### config.mk
export PLATFORM = sky130hd
export DESIGN_NAME = ob_host
export DESIGN_NICKNAME = d
export VERILOG_FILES = /design/src/rtl/ob_pkg.sv /design/src/rtl/ob_host_tbl.sv /design/src/rtl/ob_host.sv
export SDC_FILE = /design/constraint.sdc
export NUM_CORES = 1
export LEC_CHECK = 0
export ABC_CLOCK_PERIOD_IN_PS = 3500
export CAP_MARGIN = 30
export CORE_AREA = 2 2 92 94
export CTS_BUF_LIST = sky130_fd_sc_hd__clkbuf_4 sky130_fd_sc_hd__clkbuf_8
export CTS_CLUSTER_DIAMETER = 80
export DETAILED_ROUTE_END_ITERATION = 8
export DIE_AREA = 0 0 94 96
export PLACE_DENSITY = 0.81
export SLEW_MARGIN = 20
export SYNTH_ARGS = -nofsm -noshare
export SYNTH_HDL_FRONTEND = slang
export SYNTH_HIERARCHICAL = 1
export SYNTH_SLANG_ARGS = --single-unit
### constraint.sdc
create_clock -name clk -period 3.5 [get_ports clk]
set_input_delay 0.525 -clock clk [delete_from_list [all_inputs] [get_ports clk]]
set_output_delay 0.525 -clock clk [all_outputs]
set_load 0.05 [all_outputs]
### src/rtl/ob_pkg.sv
// Shared types for the order-book host: BCD price, command/response formats,
// host FSM states and the in-flight table entry.
package bcd_pkg;
  typedef logic [15:0] price_t;  // four packed BCD digits
endpackage

package ob_pkg;
  typedef logic [3:0] uid_t;
  typedef logic [7:0] quantity_t;
  typedef logic [1:0] status_t;

  typedef enum logic [1:0] {
    Op_Nop    = 2'd0,
    Op_Buy    = 2'd1,
    Op_Sell   = 2'd2,
    Op_Cancel = 2'd3
  } opcode_t;

  typedef struct packed {
    quantity_t       quantity;
    bcd_pkg::price_t price;
  } oprand_buy_t;

  typedef struct packed {
    quantity_t       quantity;
    bcd_pkg::price_t price;
  } oprand_sell_t;

  localparam int OPRAND_W = $bits(oprand_buy_t);
  typedef logic [OPRAND_W-1:0] oprand_t;

  typedef struct packed {
    uid_t    uid;
    opcode_t opcode;
    oprand_t oprand;
  } cmd_t;

  typedef struct packed {
    uid_t    uid;
    status_t status;
  } rsp_t;

  typedef enum logic [1:0] {
    ST_RUN   = 2'd0,
    ST_DRAIN = 2'd1,
    ST_DONE  = 2'd2
  } host_state_t;

  typedef struct packed {
    logic valid;
    uid_t uid;
  } tbl_entry_t;

  // Only priced orders carry an operand; everything else sends zero.
  function automatic oprand_t pack_oprand(opcode_t op, quantity_t qty, bcd_pkg::price_t price);
    oprand_buy_t  b;
    oprand_sell_t s;
    oprand_t      o;
    b = '{quantity: qty, price: price};
    s = '{quantity: qty, price: price};
    case (op)
      Op_Buy:  o = b;
      Op_Sell: o = s;
      default: o = '0;
    endcase
    return o;
  endfunction
endpackage

### src/rtl/ob_host_tbl.sv
// In-flight command table: allocate lowest free slot, lookup/free by uid.
// Timestamps and the cycle counter exist only with OB_HOST_LATENCY_EN defined.
module ob_host_tbl
  import ob_pkg::*;
#(
  parameter int N     = 4,
  parameter int LAT_W = 16
) (
  input  logic             clk,
  input  logic             rst,
  input  logic             alloc,
  input  uid_t             alloc_uid,
  input  uid_t             lookup_uid,
  input  logic             free,
  input  uid_t             busy_uid,
  output logic             full,
  output logic             uid_busy,
  output logic             hit,
  output logic [LAT_W-1:0] hit_latency
);
  localparam int IDX_W = (N > 1) ? $clog2(N) : 1;

  tbl_entry_t       entries [N];
  logic [IDX_W-1:0] free_idx;
  logic [IDX_W-1:0] hit_idx;

  // Scan downwards so the lowest free slot wins.
  always_comb begin
    free_idx = '0;
    hit_idx  = '0;
    full     = 1'b1;
    hit      = 1'b0;
    uid_busy = 1'b0;
    for (int i = N - 1; i >= 0; i--) begin
      free_idx = entries[i].valid ? free_idx : IDX_W'(i);
      full     = full & entries[i].valid;
    end
    for (int i = 0; i < N; i++) begin
      hit_idx  = (entries[i].valid && entries[i].uid == lookup_uid) ? IDX_W'(i) : hit_idx;
      hit      = hit | (entries[i].valid && entries[i].uid == lookup_uid);
      uid_busy = uid_busy | (entries[i].valid && entries[i].uid == busy_uid);
    end
  end

  always_ff @(posedge clk) begin
    if (rst) begin
      for (int i = 0; i < N; i++) begin
        entries[i] <= '0;
      end
    end else begin
      if (free && hit) begin
        entries[hit_idx].valid <= 1'b0;
      end
      if (alloc && !full) begin
        entries[free_idx] <= '{valid: 1'b1, uid: alloc_uid};
      end
    end
  end

`ifdef OB_HOST_LATENCY_EN
  logic [LAT_W-1:0] now_r;
  logic [LAT_W-1:0] ts_r [N];
  logic [N-1:0]     aged_r;

  // An entry is marked aged on the edge its elapsed count would wrap past all-ones.
  always_ff @(posedge clk) begin
    if (rst) begin
      now_r  <= '0;
      aged_r <= '0;
    end else begin
      now_r <= now_r + LAT_W'(1);
      for (int i = 0; i < N; i++) begin
        if (entries[i].valid && ((now_r - ts_r[i]) == {LAT_W{1'b1}})) begin
          aged_r[i] <= 1'b1;
        end
      end
      if (alloc && !full) begin
        ts_r[free_idx]   <= now_r;
        aged_r[free_idx] <= 1'b0;
      end
    end
  end

  assign hit_latency = aged_r[hit_idx] ? {LAT_W{1'b1}} : (now_r - ts_r[hit_idx]);
`else
  assign hit_latency = '0;
`endif
endmodule

### src/rtl/ob_host.sv
// Order-book host: issues client commands with rolling uids, matches responses,
// reports completions with latency (OB_HOST_LATENCY_EN) and supports drain.
module ob_host
  import ob_pkg::*;
#(
  parameter int N_OUTSTANDING = 4,
  parameter int LAT_W         = 16
) (
  input  logic                                 clk,
  input  logic                                 rst,
  input  logic                                 req_vld,
  input  opcode_t                              req_opcode,
  input  quantity_t                            req_quantity,
  input  bcd_pkg::price_t                      req_price,
  output logic                                 req_accept,
  output logic                                 cmd_vld_r,
  output cmd_t                                 cmd_r,
  input  logic                                 cmd_full_r,
  input  logic                                 rsp_vld,
  input  rsp_t                                 rsp,
  output logic                                 rsp_accept,
  output logic                                 cpl_vld_r,
  output uid_t                                 cpl_uid_r,
  output status_t                              cpl_status_r,
  output logic [LAT_W-1:0]                     cpl_latency_r,
  input  logic                                 cpl_accept,
  input  logic                                 drain,
  output logic                                 drain_done_r,
  output logic                                 err_uid_r,
  output logic [$clog2(N_OUTSTANDING+1)-1:0]   outstanding_r
);
  localparam int CNT_W = $clog2(N_OUTSTANDING + 1);

  host_state_t      state;
  uid_t             next_uid;
  logic             tbl_full;
  logic             uid_busy;
  logic             hit;
  logic [LAT_W-1:0] hit_latency;
  logic             acc;
  logic             rsp_take;
  logic             retire;

  assign req_accept = (state == ST_RUN) && !cmd_full_r && (outstanding_r < CNT_W'(N_OUTSTANDING))
                      && !uid_busy && !tbl_full;
  assign rsp_accept = !cpl_vld_r || cpl_accept;
  assign acc        = req_vld && req_accept;
  assign rsp_take   = rsp_vld && rsp_accept;
  assign retire     = rsp_take && hit;

  ob_host_tbl #(.N(N_OUTSTANDING), .LAT_W(LAT_W)) u_tbl (
    .clk         (clk),
    .rst         (rst),
    .alloc       (acc),
    .alloc_uid   (next_uid),
    .lookup_uid  (rsp.uid),
    .free        (retire),
    .busy_uid    (next_uid),
    .full        (tbl_full),
    .uid_busy    (uid_busy),
    .hit         (hit),
    .hit_latency (hit_latency)
  );

  always_ff @(posedge clk) begin
    if (rst) begin
      cmd_vld_r <= 1'b0;
      cmd_r     <= '0;
      next_uid  <= '0;
    end else begin
      cmd_vld_r <= acc;
      if (acc) begin
        cmd_r    <= '{uid: next_uid, opcode: req_opcode,
                      oprand: pack_oprand(req_opcode, req_quantity, req_price)};
        next_uid <= next_uid + uid_t'(1);
      end
    end
  end

  // A new completion may replace the one being accepted in the same cycle.
  always_ff @(posedge clk) begin
    if (rst) begin
      cpl_vld_r     <= 1'b0;
      cpl_uid_r     <= '0;
      cpl_status_r  <= '0;
      cpl_latency_r <= '0;
      err_uid_r     <= 1'b0;
    end else begin
      if (retire) begin
        cpl_vld_r     <= 1'b1;
        cpl_uid_r     <= rsp.uid;
        cpl_status_r  <= rsp.status;
        cpl_latency_r <= hit_latency;
      end else if (cpl_accept) begin
        cpl_vld_r <= 1'b0;
      end
      if (rsp_take && !hit) begin
        err_uid_r <= 1'b1;
      end
    end
  end

  always_ff @(posedge clk) begin
    if (rst) begin
      outstanding_r <= '0;
    end else begin
      case ({acc, retire})
        2'b10:   outstanding_r <= outstanding_r + CNT_W'(1);
        2'b01:   outstanding_r <= outstanding_r - CNT_W'(1);
        default: outstanding_r <= outstanding_r;
      endcase
    end
  end

  always_ff @(posedge clk) begin
    if (rst) begin
      state        <= ST_RUN;
      drain_done_r <= 1'b0;
    end else begin
      case (state)
        ST_RUN: begin
          drain_done_r <= 1'b0;
          if (drain) begin
            state <= ST_DRAIN;
          end
        end
        ST_DRAIN: begin
          if (outstanding_r == '0 && !cpl_vld_r) begin
            state        <= ST_DONE;
            drain_done_r <= 1'b1;
          end
        end
        ST_DONE: begin
          drain_done_r <= 1'b0;
          state        <= ST_RUN;
        end
        default: begin
          drain_done_r <= 1'b0;
          state        <= ST_RUN;
        end
      endcase
    end
  end
endmodule

==> impl_results.md <==
- Simple logic cell fraction of the synthesized area: 18.09%
- CP Launch Type: input port
- RSZ-0062 raised after global routing: no
- PwrDens: 422.0 mW/mm^2
- Worst reg2reg startpoint: next_uid[2]
- R2R setup slack: 0.63 ns
- XOR/XNOR Fraction of Synth Area: 7.683%
- Adder-Cell Fraction of Synth Area: 1.129%
- Max Slew Vio Count: 0
- Mapped Cells: 441
- Most frequent cells in the layout: clkdlybuf4s50_1 (96), dfxtp_1 (69), a21oi_1 (61)
- Synth warnings: 6
- CTS HTree Levels: 3
- DRC: 0
- GRT Resource Usage Total: 23.59%
- Reg2Reg Depth: 12
- Number of global-route vias before repair: 3550
- Antenna viol nets, final: 0
- Worst min path class: reg -> reg
- # rows: 33
- DRT Pass-1 Iters: 5
- Crit. Startpoint: rsp[5]
- Hold buffer count at cts: 0
- Post-layout net count: 574
- Placeable Area: 0.008051 mm^2
- Final setup violating endpoints: 0
- Setup TNS: 0 ns
- Register Area: 0.001862 mm^2
- Worst Path Arrival: 3.51 ns
- Post-DP HPWL: 6.827 mm
- Design area: 0.005318 mm^2
- IO buf count: 99
- Layout cells sized above 1: 8.939%
- Layout Cells excl Fill: 642
- CTS Buffer Depth: 2
- Crit end category: flip-flop
- Total grt overflow: 0
- Sw Share: 26.19%
- First-pass GRT wire length: 16.80 mm
- CTS tree: yes
- Final core occ: 66.05%
- I/O pins: 100
- Hold Crit Depth: 2
- Initial antenna violation count: 0
- Largest net degree at the start of global routing: 70
- Hold_ws: 0.4743 ns
- Critical Path RT: 3.78 ns
- Total wire length: 10.42 mm
- CTS buffer count: 9
- Starting Density: 49.56%
- Synth Flop Type: dfxtp_1
- Min cycle time layout: 3.228 ns
- Commonest non-fill, non-tap cell in the layout: clkdlybuf4s50_1
- Die X: 94 um
- Complex-gate fraction of the synthesized area: 18.66%
- Post-CTS sizing: 0
- Ant diodes: 0
- Worst skew pair latency: 0.36 ns
- Crit Path Max Fanout: 5
- Final Cycle Share: 92.23%
- Run status: finished clean
- Multi-input logic area: 0.001889 mm^2
- First DRT Iteration DRCs: 173
- Hold Startpoint: cpl_latency_r[10]
- Max IR drop VDD: 0.0002440 V
- Die area: 0.009024 mm^2
- Leak pwr: 1.890 nW
- Area after DPL: 0.005067 mm^2
- GPL Wtd Cong: 0.8798
- Number of flops mapped to enable cells by yosys: 16
- Tightest Pin Transition: 0.7658 ns
- DR vias: 3682
- Flops & latches, synth: 85
- Multiplexer area fraction after synthesis: 0%
- Largest family of logic cells by synthesized area: compound AO/OA/AOI/OAI gates
- Syn Area/Cell: 9.048 um^2
- Comb power frac: 14.9%
- Post-CTS setup buffers: 0
- Internal: 1.656 mW
- Reg clk slew, reported paths: 0.08 ns
- WHS Endpoint: cpl_latency_r[10]
- Seq/Total Area, Yosys: 46.66%
- Synthesized area: 0.003990 mm^2
- Sequential share of power: 46.9%
- Psw: 587.7 uW
- Max Cap Viol: 0
- Dpl cells: 626
- Area Growth Syn to Fin: 33.27%
- Asr flop ratio synth: 0%
- Synth cell types: 42
- WL per Instance: 16.22 um
- Vias per Instance: 5.735
- Fillers: 663
- Die Y: 96 um
- Relative slew slack: 48.89%
- Clk pwr share: 38.2%
- Layout Skew: 0.01073 ns
- Final Hold Fails: 0
- CP Class: in -> reg
- CTS Sinks: 85
- Worst R2R End: outstanding_r[2]
- Root buffer cell: clkbuf_8
- Fmax achieved: 309.8 MHz
-- worst max-delay path by stage --
stage	endpoint	slack, ns	depth (start not counted)
after floorplan	outstanding_r[2]	0.30	12
after global placement	outstanding_r[2]	0.03	13
after detailed placement	outstanding_r[2]	-0.1	13
after CTS	outstanding_r[2]	0.27	13
after global routing	outstanding_r[2]	0.09	13
final	outstanding_r[2]	0.27	13
-- stage by stage --
stage               total power, mW  setup WS (ns)
floorplan                     1.282         0.3045
global placement              1.399        0.03458
detailed placement            1.405       -0.09568
CTS                           2.261         0.2712
global route                  2.321        0.09265
finish                        2.244         0.2721
-- cell usage after synthesis (3+ instances only) --
cell type / count / area share (%)
a31oi_1: 3 / 0.47
xor2_1: 26 / 5.7
o21ai_0: 32 / 4.0
o31ai_1: 23 / 4.3
o21ai_1: 3 / 0.38
xnor2_1: 9 / 2.0
inv_1: 11 / 1.0
nand2_1: 5 / 0.47
edfxtp_1: 16 / 12
buf_1: 3 / 0.28
clkbuf_1: 33 / 3.1
nand3_1: 14 / 1.8
a21oi_1: 61 / 7.7
nor2_1: 11 / 1.0
nor3_1: 10 / 1.3
buf_4: 16 / 3.0
and2_1: 18 / 2.8
dfxtp_1: 69 / 35
nand4_1: 47 / 7.4
-- kinds of logic (layout without fill, tap and decap cells) --
logic type	after synthesis	count (layout)
buffers and inverters	65	146
and+or+nand+nor	122	122
adders and majority gates	3	3
other	1	16
DFF	85	85
xor gates and xnor gates	35	35
AOI/OAI and AO/OA	130	130
-- power by group through the flow --
stage          clock, mW  sequential, mW  combinational (mW)
2_1_floorplan          0            1.13               0.154
3_3_place_gp           0            1.07               0.325
3_5_place_dp           0            1.08               0.330
4_1_cts            0.876            1.05               0.332
5_1_grt            0.906            1.06               0.358
6_report           0.858            1.05               0.333
-- layout make-up --
| class | instances | share of cell area [%] |
|---|---|---|
| multi-input cells | 306 | 35.53 |
| flip-flops and latches | 85 | 35.01 |
| repair buffers | 119 | 21.51 |
| clock buffers | 11 | 2.729 |
| well taps | 105 | 2.471 |
| clock inverters | 5 | 1.976 |
| inverters | 11 | 0.7765 |
-- state kept, by name (all words and copies together), names as in the netlist --
signal,cells
err_uid_r,1
cpl_vld_r,1
cpl_uid_r,4
cpl_latency_r,16
drain_done_r,1
cmd_r,30
cpl_status_r,2
state,2
u_tbl/entries,20
cmd_vld_r,1
outstanding_r,3
next_uid,4
-- critical path, cell delays in order --
cell and delay, ns:
clkdlybuf4s50_1 0.57, xor2_1 0.23, nor3_1 0.25, and3_4 0.23, a2111o_1 0.12, inv_1 0.06
nor3_1 0.25, ha_1 0.24, inv_1 0.06, fa_1 0.37, xor2_1 0.16, or3_1 0.32
a21oi_1 0.13
-- layer usage --
layer | wire, um | track usage (%) | vias to the layer above
li1 | - | - | 1764
met1 | 4329 | 28.80 | 1768
met2 | 5059 | 39.40 | 137
met3 | 891 | 8.222 | 13
met4 | 136 | 7.246 | 0
met5 | 0 | 0 | -
Power figures use the tool's default switching activity.
